File: config.mk
export PLATFORM = sky130hd
export DESIGN_NAME = uncached_axi_bridge
export DESIGN_NICKNAME = d
export VERILOG_FILES = /design/src/rtl/uncached_axi_bridge.sv
export SDC_FILE = /design/constraint.sdc
export NUM_CORES = 1
export LEC_CHECK = 0
export CAP_MARGIN = 30
export CORE_MARGIN = 2
export CORE_UTILIZATION = 39
export CTS_CLUSTER_SIZE = 12
export DETAILED_ROUTE_END_ITERATION = 16
export PLACE_DENSITY = 0.9
export SYNTH_ARGS = -nofsm -noshare
export SYNTH_HDL_FRONTEND = slang
export SYNTH_SLANG_ARGS = --single-unit
export TNS_END_PERCENT = 50
File: constraint.sdc
create_clock -name clk -period 5.6 [get_ports clk]
set_clock_uncertainty 0.05 [all_clocks]
set_input_delay 0.56 -clock clk [delete_from_list [all_inputs] [get_ports clk]]
set_output_delay 0.56 -clock clk [all_outputs]
set_load 0.05 [all_outputs]
File: src/rtl/uncached_axi_bridge.sv
// Single-beat AXI master for uncached MEM-stage loads and stores. It stalls the pipeline
// until the transaction finishes, then pulses resp_valid with load data and the error flag.
module uncached_axi_bridge #(
   parameter int              ID_W   = 4,
   parameter logic [ID_W-1:0] AXI_ID = 4'd1
) (
   input  logic            clk,
   input  logic            rst,
   input  logic            req_valid,
   input  logic            req_wr,
   input  logic            req_uncached,
   input  logic            req_abort,
   input  logic [31:0]     req_addr,
   input  logic [1:0]      req_size,
   input  logic [3:0]      req_wstrb,
   input  logic [31:0]     req_wdata,
   input  logic            flush,
   output logic            stall,
   output logic            resp_valid,
   output logic [31:0]     resp_rdata,
   output logic            resp_err,
   output logic [ID_W-1:0] arid,
   output logic [31:0]     araddr,
   output logic [2:0]      arsize,
   output logic            arvalid,
   input  logic            arready,
   input  logic [ID_W-1:0] rid,
   input  logic [31:0]     rdata,
   input  logic [1:0]      rresp,
   input  logic            rlast,
   input  logic            rvalid,
   output logic            rready,
   output logic [ID_W-1:0] awid,
   output logic [31:0]     awaddr,
   output logic [2:0]      awsize,
   output logic            awvalid,
   input  logic            awready,
   output logic [31:0]     wdata,
   output logic [3:0]      wstrb,
   output logic            wlast,
   output logic            wvalid,
   input  logic            wready,
   input  logic [ID_W-1:0] bid,
   input  logic [1:0]      bresp,
   input  logic            bvalid,
   output logic            bready
);

   typedef enum logic [2:0] {IDLE, AR, R, WR, B, DONE} state_t;

   state_t      state;
   logic        aw_done, w_done, flush_pend;
   logic [31:0] addr_q, wdata_q;
   logic [1:0]  size_q;
   logic [3:0]  wstrb_q;
   logic        accept, aw_fire, w_fire, busy;
   logic        unused_inputs;

   assign accept  = (state == IDLE) && req_valid && req_uncached && !req_abort && !flush;
   assign busy    = (state != IDLE) && (state != DONE);
   // Combinational so that the accept cycle itself already freezes the pipeline.
   assign stall   = busy || accept;
   assign aw_fire = awvalid && awready;
   assign w_fire  = wvalid && wready;

   assign arid   = AXI_ID;
   assign awid   = AXI_ID;
   assign araddr = addr_q;
   assign awaddr = addr_q;
   assign arsize = {1'b0, size_q};
   assign awsize = {1'b0, size_q};
   assign wdata  = wdata_q;
   assign wstrb  = wstrb_q;
   assign wlast  = 1'b1;

   // Single outstanding request, so IDs, rlast and the low response bit carry no information.
   assign unused_inputs = ^{rid, rlast, bid, rresp[0], bresp[0]};

   // NOTE: request registers are only read after a qualified accept, so they need no reset;
   // keeping them out of the async-reset block avoids needless reset fan-out.
   always_ff @(posedge clk) begin
      if (accept) begin
         addr_q  <= req_addr;
         size_q  <= req_size;
         wstrb_q <= req_wstrb;
         wdata_q <= req_wdata;
      end
   end

   // NOTE: all state and registered outputs use non-blocking assignments so every branch
   // sees the pre-edge values, independent of statement order.
   always_ff @(posedge clk or posedge rst) begin
      if (rst) begin
         state      <= IDLE;
         arvalid    <= 1'b0;
         rready     <= 1'b0;
         awvalid    <= 1'b0;
         wvalid     <= 1'b0;
         bready     <= 1'b0;
         aw_done    <= 1'b0;
         w_done     <= 1'b0;
         flush_pend <= 1'b0;
         resp_valid <= 1'b0;
         resp_err   <= 1'b0;
         resp_rdata <= 32'h0;
      end else begin
         resp_valid <= 1'b0;
         if (flush && busy) flush_pend <= 1'b1;
         case (state)
            IDLE: begin
               if (accept) begin
                  if (req_wr) begin
                     state   <= WR;
                     awvalid <= 1'b1;
                     wvalid  <= 1'b1;
                     aw_done <= 1'b0;
                     w_done  <= 1'b0;
                  end else begin
                     state   <= AR;
                     arvalid <= 1'b1;
                  end
               end
            end
            AR: begin
               if (arready) begin
                  arvalid <= 1'b0;
                  rready  <= 1'b1;
                  state   <= R;
               end
            end
            R: begin
               if (rvalid) begin
                  rready     <= 1'b0;
                  resp_rdata <= rdata;
                  resp_err   <= rresp[1];
                  resp_valid <= !(flush_pend || flush);
                  state      <= DONE;
               end
            end
            WR: begin
               if (aw_fire) begin
                  awvalid <= 1'b0;
                  aw_done <= 1'b1;
               end
               if (w_fire) begin
                  wvalid <= 1'b0;
                  w_done <= 1'b1;
               end
               if ((aw_done || aw_fire) && (w_done || w_fire)) begin
                  bready <= 1'b1;
                  state  <= B;
               end
            end
            B: begin
               if (bvalid) begin
                  bready     <= 1'b0;
                  resp_err   <= bresp[1];
                  resp_valid <= !(flush_pend || flush);
                  state      <= DONE;
               end
            end
            DONE: begin
               flush_pend <= 1'b0;
               state      <= IDLE;
            end
            default: state <= IDLE;
         endcase
      end
   end

endmodule
==> out/qor.yml <==
grt:
  grt_pass1_vias: 3134
  grt_use_met2_pct: 33.74
  busiest_layer: "met2"
  globalRouteMet3Util_pct: 8.358
  use_met1_pct: 18.94
  grt_pass1_wl_um: 16640
  grt.total_usage_pct: 19.00
  grt_antenna_before_repair: 0
  grt_max_degree: 48
  grt-ovfl-total: 0
place:
  gp_congestion: 0.7746
  dp_hpwl_um: 8618
  dp_slack_ps: 2559
  io_buffer_count: 259
synth:
  synth.mux.area_fraction_pct: 8.233
  yosys.area.top_type_share_pct: 48.03
  synth_xor_xnor_area_share_pct: 0
  post-synth-top-area-cell: "edfxtp_1"
  synth_compound_area_share_pct: 3.802
  syn_area_per_cell_um2: 16.09
  seq_area_frac_synth_pct: 73.76
  yosysWarnings: 0
  synthAdderAreaFrac_pct: 0
  netlist_instances: 272
  synth_top_family_by_area: "buffers and inverters"
  ys_types: 30
  synth-seq-cells: 115
  synth_area_mm2: 0.004377
  synthSimpleGateAreaFrac_pct: 4.631
  synthTopCellsByArea: "edfxtp_1, dfrtp_1, mux2_1, buf_4, nand2_1"
worst_setup_path:
  path_common_cell: "clkdlybuf4s50_1"
  path_cells: "clkdlybuf4s50_1 > and4bb_1 > nor3_1 > o21ai_1 > clkdlybuf4s50_1"
  start_kind: "input pin"
  worst-path-buf-inv: 2
  critPathKind: "input pin to output port"
  cp.arrival_ps: 2420
  cp-end-kind: "output port"
  r2r_cells: 3
  crit_family: "buffers and inverters"
  worst_r2r_startpoint: "state[0]"
  cp.required_ps: 4990
  max_stage_delay_ps: 810
  crit_cells: 5
  worstPathMaxFanout: 6
  crit_slowest_cell: "clkdlybuf4s50_1"
  critPathLaunch: "flush"
clocking:
  post-cts-setup-buffer-count: 0
  clock_path_buffers: 2
  cts_resized: 0
  cts_buffers: 17
  ctsHoldBuffers: 0
  cts_max_level: 4
  clk_pin_slew_worst_paths_ps: 60
  cts_tree: "built"
  clkSinkCount: 115
  root_buffer: "clkbuf_8"
  worstSkewPairLatency_ps: 500
die:
  die_area_mm2: 0.01209
  die_x_um: 109.9
  core_mm2: 0.01089
  start_util_pct: 40.20
  boundaryPins: 282
  die_h_um: 109.9
  fp-row-count: 38
timing:
  min_period_over_period_pct: 54.17
  drv_slew: 0
  tightest_slew_ps: 589.5
  layout_setup_ws_ps: 2566
  setup_violations: 0
  hold_viol_final: 0
  min_period_ps: 3034
  rsz0062_at_grt: "no"
  tns_ps: 0
  timing.fmax_mhz: 329.6
  slew_headroom_pct: 60.70
detailed_routing:
  first_pass_iters: 4
  ant_nets: 0
  viasPerCell: 4.633
  wl_per_cell_um: 17.47
  vias: 3067
  drc: 0
  wl_um: 11570
  drtIter0Drc: 95
run:
  cap_violations: 0
final_layout:
  fin_nets: 636
  regArea_mm2: 0.003228
  nFillCells: 767
  final_layout_size_suffix_gt1_share_pct: 6.130
  n_antenna_cell: 0
  area_growth_pct: 69.75
  multi_input_area_um2: 772.0
power:
  power_mw: 3.597
  leakage_nw: 2.825
  ir_worst_vdd_mv: 0.3540
  powerDensity_mw_per_mm2: 484.2
run_status:
  status: "finished clean"
min_path:
  hold_path.class: "input pin to asynchronous set/reset pin"
==> routing by layer <==
| metal | part of all wire [%] | vias to the layer above |
|---|---|---|
| met5 | 0 | - |
| li1 | - | 1393 |
| met3 | 9.6 | 23 |
| met2 | 55 | 174 |
| met4 | 2.3 | 0 |
| met1 | 33 | 1477 |
==> kinds of logic (layout without fill, tap and decap cells) <==
group / count (synthesis) / after routing
AOI/OAI and AO/OA: 27 / 27
muxes: 32 / 32
and+or+nand+nor: 39 / 39
other: 2 / 11
buffers and inverters: 57 / 298
DFF: 115 / 115
==> metrics by stage <==
stage	utilization, %	hold WS (ps)	std cells	cell area [um2]
6_report	68.24	306.7	662	7430
5_1_grt	68.24	316.6	662	7430
4_1_cts	68.05	409.1	661	7410
3_5_place_dp	62.43	389.6	629	6798
3_3_place_gp	62.43	374.1	629	6798
2_1_floorplan	-	359.7	281	4410
==> final timing paths <==
| check | slack (ps) | end |
|---|---|---|
| setup / recovery | 2570 | stall |
| hold / removal | 310 | resp_rdata[5] |
| setup reg to reg | 3210 | wdata[6] |
| hold reg to reg | 410 | resp_valid |
| max in group asynchronous | 4710 | resp_valid |
| min in group clk | 410 | resp_valid |
==> power breakdown <==
group          internal [mW]  switching, mW
Sequential              1.07          0.120
Clock                  0.760          0.355
Combinational          0.472          0.818
Total                   2.30           1.29
==> final cells by class <==
cell class,instances,area share (%)
Tap cell,140,2.358
Timing Repair Buffer,262,35.37
Clock inverter,12,2.509
Sequential cell,115,43.45
Multi-Input combinational cell,109,10.39
Inverter,4,0.2021
Clock buffer,20,5.726
==> registers in the layout, indices dropped and copies added (netlist names), 2 cells and up <==
register and flops:
araddr 32, resp_rdata 32, size_q 2, state 3, wdata 32, wstrb 4
==> cells in the final DEF (no fill, tap or decap), types with 2 or more instances in the layout <==
master           count
a21oi_1              9
a31oi_1              4
and3_1               2
buf_4                2
bufinv_16            5
clkbuf_1             3
clkbuf_16           16
clkdlybuf4s50_1    259
clkinv_1             4
conb_1              11
dfrtp_1             45
edfxtp_1            70
inv_1                3
mux2_1              32
nand2_1             13
nand3_1              2
nor2_1               8
nor2b_1              2
nor3_1               4
nor4b_1              3
o21ai_0              3
o21ai_1              4
o21bai_1             3
==> synthesized netlist by cell type (all sizes together) <==
master and number:
nand3 2, a2111oi 1, nor2 8, and2 1, and4bb 1, o21a 1, conb 2, edfxtp 70
a31oi 4, o21ai 7, nor2b 2, nor4b 3, o21bai 3, o32ai 1, clkbuf 1, nand2b 1
or3 1, nor3 4, dfrtp 45, buf 52, nand2 13, mux2 32, inv 4, a21o 1
and3 3, a21oi 9
==> worst reg2reg max path: stages, from the launching register on <==
cell and delay (ps):
dfrtp_1 590, nor2_1 210, and3_2 560, buf_4 590
Power figures use the tool's default switching activity.
